==> src/rtl/uart_tx_fifo_if.sv <==
// uart_tx_fifo_if: producer push port, FIFO status and transmitter send/ready handshake.
// master = producer/transmitter side, slave = the FIFO block.
interface uart_tx_fifo_if #(
  parameter int DATA_W = 8,
  parameter int ADDR_W = 4
);
  logic              wr_en;
  logic [DATA_W-1:0] wr_data;
  logic              clr_overflow;
  logic              tx_ready;
  logic              full;
  logic              empty;
  logic [ADDR_W:0]   level;
  logic              overflow;
  logic              tx_send;
  logic [DATA_W-1:0] tx_data;
  logic              busy;

  modport master (
    output wr_en, wr_data, clr_overflow, tx_ready,
    input  full, empty, level, overflow, tx_send, tx_data, busy
  );

  modport slave (
    input  wr_en, wr_data, clr_overflow, tx_ready,
    output full, empty, level, overflow, tx_send, tx_data, busy
  );
endinterface

==> src/rtl/uart_tx_fifo.sv <==
// uart_tx_fifo: circular byte FIFO launching bytes into a UART transmitter; UART_TX_FIFO_STATS_EN adds drop/sent counters.
// Latency: a push into an empty FIFO launches one cycle after it lands; tx_send is a one-cycle pulse.
// Backpressure: launches wait for tx_ready; pushes into a full FIFO (with no launch) are dropped and set overflow.
module uart_tx_fifo #(
  parameter int DATA_W = 8,
  parameter int DEPTH  = 16,
  parameter int ADDR_W = 4
) (
  input  logic          clk,
  input  logic          reset,
  uart_tx_fifo_if.slave bus
`ifdef UART_TX_FIFO_STATS_EN
  ,output logic [7:0]   drop_count
  ,output logic [15:0]  sent_count
`endif
);

  typedef enum logic [1:0] {IDLE, ACK, DRAIN} state_t;

  localparam logic [ADDR_W:0]   LVL_ONE  = (ADDR_W+1)'(1);
  localparam logic [ADDR_W:0]   LVL_FULL = (ADDR_W+1)'(DEPTH);
  localparam logic [ADDR_W-1:0] PTR_ONE  = ADDR_W'(1);

  state_t            state, state_nxt;
  logic [DATA_W-1:0] mem [DEPTH];
  logic [ADDR_W-1:0] wr_ptr, rd_ptr;
  logic [ADDR_W:0]   level_q, level_nxt;
  logic              full_q, empty_q, overflow_q, tx_send_q;
  logic [DATA_W-1:0] tx_data_q;
  logic              pop, push, drop;

  always_ff @(posedge clk or posedge reset) begin
    if (reset) state <= IDLE;
    else       state <= state_nxt;
  end

  always_comb begin
    state_nxt = state;
    pop       = 1'b0;
    case (state)
      IDLE: begin
        if (!empty_q && bus.tx_ready) begin
          pop       = 1'b1;
          state_nxt = ACK;
        end
      end
      // Ready falling is the transmitter's acknowledgement that it took the byte.
      ACK:     if (!bus.tx_ready) state_nxt = DRAIN;
      DRAIN:   if (bus.tx_ready)  state_nxt = IDLE;
      default: state_nxt = IDLE;
    endcase
  end

  // A launch in the same cycle frees a slot, so a push into a full FIFO still lands.
  assign push = bus.wr_en && (!full_q || pop);
  assign drop = bus.wr_en && full_q && !pop;

  always_comb begin
    level_nxt = level_q;
    if (push && !pop)      level_nxt = level_q + LVL_ONE;
    else if (pop && !push) level_nxt = level_q - LVL_ONE;
  end

  always_ff @(posedge clk or posedge reset) begin
    if (reset) begin
      wr_ptr     <= '0;
      rd_ptr     <= '0;
      level_q    <= '0;
      full_q     <= 1'b0;
      empty_q    <= 1'b1;
      overflow_q <= 1'b0;
      tx_send_q  <= 1'b0;
      tx_data_q  <= '0;
    end else begin
      if (push) wr_ptr <= wr_ptr + PTR_ONE;
      if (pop) begin
        rd_ptr    <= rd_ptr + PTR_ONE;
        tx_data_q <= mem[rd_ptr];
      end
      tx_send_q <= pop;
      level_q   <= level_nxt;
      full_q    <= (level_nxt == LVL_FULL);
      empty_q   <= (level_nxt == '0);
      if (drop)                  overflow_q <= 1'b1;
      else if (bus.clr_overflow) overflow_q <= 1'b0;
    end
  end

  always_ff @(posedge clk) begin
    if (push) mem[wr_ptr] <= bus.wr_data;
  end

  assign bus.full     = full_q;
  assign bus.empty    = empty_q;
  assign bus.level    = level_q;
  assign bus.overflow = overflow_q;
  assign bus.tx_send  = tx_send_q;
  assign bus.tx_data  = tx_data_q;
  assign bus.busy     = (state != IDLE) || !empty_q;

`ifdef UART_TX_FIFO_STATS_EN
  always_ff @(posedge clk or posedge reset) begin
    if (reset) begin
      drop_count <= '0;
      sent_count <= '0;
    end else begin
      // A drop coinciding with the clear is still counted, matching overflow.
      if (bus.clr_overflow)               drop_count <= drop ? 8'd1 : 8'd0;
      else if (drop && drop_count != 8'hFF) drop_count <= drop_count + 8'd1;
      if (pop) sent_count <= sent_count + 16'd1;
    end
  end
`else
  // Statistics counters are not built in this configuration.
`endif

endmodule

==> src/flat_wrapper.sv <==
// flat-port wrapper written by rule: the top's interface ports become plain ports
module uart_tx_fifo_flat 
#(
  parameter int DATA_W = 8,
  parameter int DEPTH  = 16,
  parameter int ADDR_W = 4
)
  (clk, reset, bus_wr_en, bus_wr_data, bus_clr_overflow, bus_tx_ready, bus_full, bus_empty, bus_level, bus_overflow, bus_tx_send, bus_tx_data, bus_busy);
  uart_tx_fifo_if #(.DATA_W(DATA_W), .ADDR_W(ADDR_W)) bus_i ();
  input  logic clk;
  input  logic reset;
  input wire logic [$bits(bus_i.wr_en)-1:0] bus_wr_en;
  input wire logic [$bits(bus_i.wr_data)-1:0] bus_wr_data;
  input wire logic [$bits(bus_i.clr_overflow)-1:0] bus_clr_overflow;
  input wire logic [$bits(bus_i.tx_ready)-1:0] bus_tx_ready;
  output wire logic [$bits(bus_i.full)-1:0] bus_full;
  output wire logic [$bits(bus_i.empty)-1:0] bus_empty;
  output wire logic [$bits(bus_i.level)-1:0] bus_level;
  output wire logic [$bits(bus_i.overflow)-1:0] bus_overflow;
  output wire logic [$bits(bus_i.tx_send)-1:0] bus_tx_send;
  output wire logic [$bits(bus_i.tx_data)-1:0] bus_tx_data;
  output wire logic [$bits(bus_i.busy)-1:0] bus_busy;
  assign bus_i.wr_en = bus_wr_en;
  assign bus_i.wr_data = bus_wr_data;
  assign bus_i.clr_overflow = bus_clr_overflow;
  assign bus_i.tx_ready = bus_tx_ready;
  assign bus_full = bus_i.full;
  assign bus_empty = bus_i.empty;
  assign bus_level = bus_i.level;
  assign bus_overflow = bus_i.overflow;
  assign bus_tx_send = bus_i.tx_send;
  assign bus_tx_data = bus_i.tx_data;
  assign bus_busy = bus_i.busy;
  uart_tx_fifo #(.DATA_W(DATA_W), .DEPTH(DEPTH), .ADDR_W(ADDR_W)) u_core (.clk(clk), .reset(reset), .bus(bus_i));
endmodule
==> config.mk <==
export PLATFORM = sky130hd
export DESIGN_NAME = uart_tx_fifo_flat
export DESIGN_NICKNAME = d
export VERILOG_FILES = /design/src/rtl/uart_tx_fifo_if.sv /design/src/rtl/uart_tx_fifo.sv /design/src/flat_wrapper.sv
export SDC_FILE = /design/constraint.sdc
export NUM_CORES = 1
export LEC_CHECK = 0
export ABC_AREA = 0
export CAP_MARGIN = 20
export CORE_ASPECT_RATIO = 1.2
export CORE_MARGIN = 4
export CORE_UTILIZATION = 59
export CTS_CLUSTER_DIAMETER = 40
export DETAILED_ROUTE_END_ITERATION = 12
export MAX_ROUTING_LAYER = met4
export PLACE_DENSITY = 0.89
export RECOVER_POWER = 25
export SYNTH_ARGS = -nofsm -noshare
export SYNTH_HDL_FRONTEND = slang
export SYNTH_SLANG_ARGS = --single-unit
==> constraint.sdc <==
create_clock -name clk -period 3.3 [get_ports clk]
set_clock_uncertainty 0.05 [all_clocks]
set_input_delay 0.66 -clock clk [delete_from_list [all_inputs] [get_ports clk]]
set_output_delay 0.66 -clock clk [all_outputs]
set_load 0.02 [all_outputs]
==> flow_summary_export.csv <==
group,metric,value,unit
logic_synthesis,ys_types,45,
logic_synthesis,synth_seq_cells,155,
layout,final_common_cell,"edfxtp_1",
power,clkPwrFrac,0.287,
timing,tightest_slew,0.977,ns
timing,finalSetupViolations,0,
drt,wl_per_cell,25.3,µm
clocking,cts_hold_buf,0,
placed_design,io_buffers,30,
min_path,hold_class,"register to register",
clocking,clkSinkCount,155,
clocking,post_cts_resized,0,
timing,slew_violations,0,
drt,drtAntennaViolNets,0,
logic_synthesis,synth_xor_area_frac,0.0154,
critical_path,arrival,2.96,ns
layout,drive_gt1_frac,0.220,
die,dieArea,12300,µm²
outcome,status,"finished clean",
die,core_area,10200,µm²
clocking,cts_buffer_depth,2,
timing,fmax,0.340,GHz
power,ir_worst_vdd,0.506,mV
global_route,antenna_found_initial,0,
logic_synthesis,synthSimpleGateAreaFrac,0.0593,
placed_design,place_ws,0.104,ns
clocking,clkSlewWorstSetupHoldPaths,0.06,ns
logic_synthesis,synth_edf_count,128,
logic_synthesis,synth-async-reset-ratio,0.174,
logic_synthesis,yosys_warnings,0,
drt,num_vias,3353,
power,p_comb_frac,0.282,
power,total_leakage_power,2.51,nW
timing,layout_min_cycle_time,2.94,ns
clocking,post_cts_buffers,0,
layout,synthToLayoutAreaGrowth,16.5,%
power,p_int,4.44,mW
global_route,grt_pass1_vias,3439,
placed_design,place.gp.congestion,0.853,
logic_synthesis,synthMuxAreaShare,0.143,
clocking,clkLatencyLatePin,0.42,ns
global_route,grt_max_degree,25,
logic_synthesis,synth_top_family_by_area,"multiplexers",
logic_synthesis,synth_area,6270,µm²
die,die_width,102,µm
logic_synthesis,syn_nets,356,
clocking,cts-root-buf,"clkbuf_16",
global_route,grt_usage,0.242,
drt,wl,13100,µm
die,die_y,121,µm
critical_path,worstSetupPathType,"primary input to register",
timing,worst_slack,0.359,ns
logic_synthesis,synthAdderAreaFrac,0.0140,
logic_synthesis,avgSynthCellArea,18.6,µm²
drt,drcViolationCount,0,
drt,drtPass1Iterations,5,
drt,drt_iter0_markers,405,
timing,finalSetupTns,0,ns
power,switching_share,0.324,
critical_path,critPathCaptureType,"register",
placed_design,dp.final_hpwl,8750,µm
die,pin_count,31,
logic_synthesis,seq_area_frac_synth,0.721,
clocking,h-tree-depth,4,
critical_path,cp_max_fo,8,
power,p_sw,2.13,mW
clocking,cts_tree,"done",
logic_synthesis,postSynthCellCount,336,
power,power_density,899,nW/µm²
timing,period_share,0.891,
die,start_util,0.614,
flow_run,cap_violations,0,
layout,antenna_cells,0,
layout,final_util,0.715,
layout,final_nets,398,
global_route,grt_overflow,0,
critical_path,cp.required,3.32,ns
power,p_seq_frac,0.431,
layout,layout_common_cells,"edfxtp_1, mux4_2, dfrtp_1, clkdlybuf4s50_1, clkbuf_16",
global_route,grt_pass1_wl,20500,µm
drt,avgViaCountPerCell,6.49,
timing,slew-limit-headroom,0.348,
logic_synthesis,synth-compound-area-share,0.0266,
clocking,cts_buffers,17,
timing,rsz0062_at_grt,"no",
die,rows,40,
critical_path,worstSetupStartpointType,"primary input",
logic_synthesis,ys.flop_type,"edfxtp_1",
timing,hold_viol_final,0,
==> synth_stat cells, types with 2 or more instances <==
cell type / n / area share
nor3b_1: 2 / 0.0024
nand4_1: 3 / 0.0030
nand2b_1: 2 / 0.0020
mux4_2: 32 / 0.12
nor3_1: 2 / 0.0016
edfxtp_1: 128 / 0.61
nand2_1: 13 / 0.0078
xnor2_1: 11 / 0.015
and4_1: 4 / 0.0056
a31oi_1: 2 / 0.0020
mux2i_1: 12 / 0.019
buf_1: 4 / 0.0024
a21oi_1: 4 / 0.0032
nor2_1: 10 / 0.0060
dfrtp_1: 26 / 0.10
ha_1: 7 / 0.014
clkbuf_1: 6 / 0.0036
inv_1: 7 / 0.0042
o311ai_1: 4 / 0.0056
o21ai_0: 6 / 0.0048
o31ai_1: 2 / 0.0024
nand3_1: 6 / 0.0048
buf_2: 6 / 0.0048
mux2_2: 5 / 0.0090
and2_1: 12 / 0.012
==> state kept, by name (all words and copies together), names as in the netlist <==
register,count
u_core.bus.empty,1
u_core.bus.full,1
u_core.bus.level,5
u_core.bus.overflow,1
u_core.bus.tx_data,8
u_core.bus.tx_send,1
u_core.mem,128
u_core.rd_ptr,4
u_core.state,2
u_core.wr_ptr,4
==> final cells by class <==
type / instances / area (µm²)
multi-input cells: 155 / 1620
flip-flops and latches: 155 / 4520
fillers: 605 / 2910
clock inverters: 15 / 155
clock buffers: 17 / 425
inverters: 8 / 42.5
repair buffers: 41 / 379
well taps: 126 / 158
==> kinds of logic (layout without fill, tap and decap cells) <==
| logic type | after synthesis | after routing |
|---|---|---|
| compound gates | 24 | 24 |
| fa+ha+maj | 7 | 7 |
| mux | 49 | 49 |
| buf+inv | 26 | 81 |
| flops | 155 | 155 |
| xor+xnor | 11 | 11 |
| simple gates | 64 | 64 |
==> critical path, cell delays in order <==
cell and delay [ns]:
dlygate4sd3_1 0.57, or4b_4 0.49, a21boi_2 0.32, nor3b_1 0.46, and2_1 0.46
==> layer usage <==
metal / global-route usage / share of wire / vias up
met5: - / 0 / -
met4: 0.100 / 0.039 / 0
met3: 0.0575 / 0.065 / 34
met2: 0.375 / 0.51 / 180
met1: 0.310 / 0.38 / 1721
li1: - / - / 1418
==> stage by stage <==
step / instance area, µm² / std cells / total power [mW] / hold slack (ns)
after global placement: 6720 / 485 / 4.58 / 0.429
after floorplan: 6270 / 336 / 3.99 / 0.413
final: 7300 / 517 / 6.56 / 0.440
after CTS: 7300 / 517 / 6.58 / 0.448
after detailed placement: 6720 / 485 / 4.68 / 0.434
after global routing: 7300 / 517 / 6.86 / 0.476
==> power groups by stage <==
stage / logic [mW] / clock network (mW) / registers (mW)
2_1_floorplan: 1.27 / 0 / 2.72
3_3_place_gp: 1.76 / 0 / 2.83
3_5_place_dp: 1.83 / 0 / 2.86
4_1_cts: 1.86 / 1.89 / 2.83
5_1_grt: 1.99 / 2.00 / 2.87
6_report: 1.85 / 1.88 / 2.83
==> path summary, 6_finish.rpt <==
check | start | endpoint | slack [ns] | cells after the start
max | bus_tx_ready | u_core.mem[3][0] | 0.36 | 5
min | u_core.bus.tx_data[3] | u_core.bus.tx_data[3] | 0.44 | 2
max reg2reg | u_core.state[0] | u_core.mem[3][0] | 0.73 | 4
min reg2reg | u_core.bus.tx_data[3] | u_core.bus.tx_data[3] | 0.44 | 2
max in group asynchronous | reset | u_core.bus.level[3] | 1.42 | 3
min in group asynchronous | reset | u_core.bus.tx_send | 0.67 | 2
No activity file was read; power rests on OpenSTA's default activity.
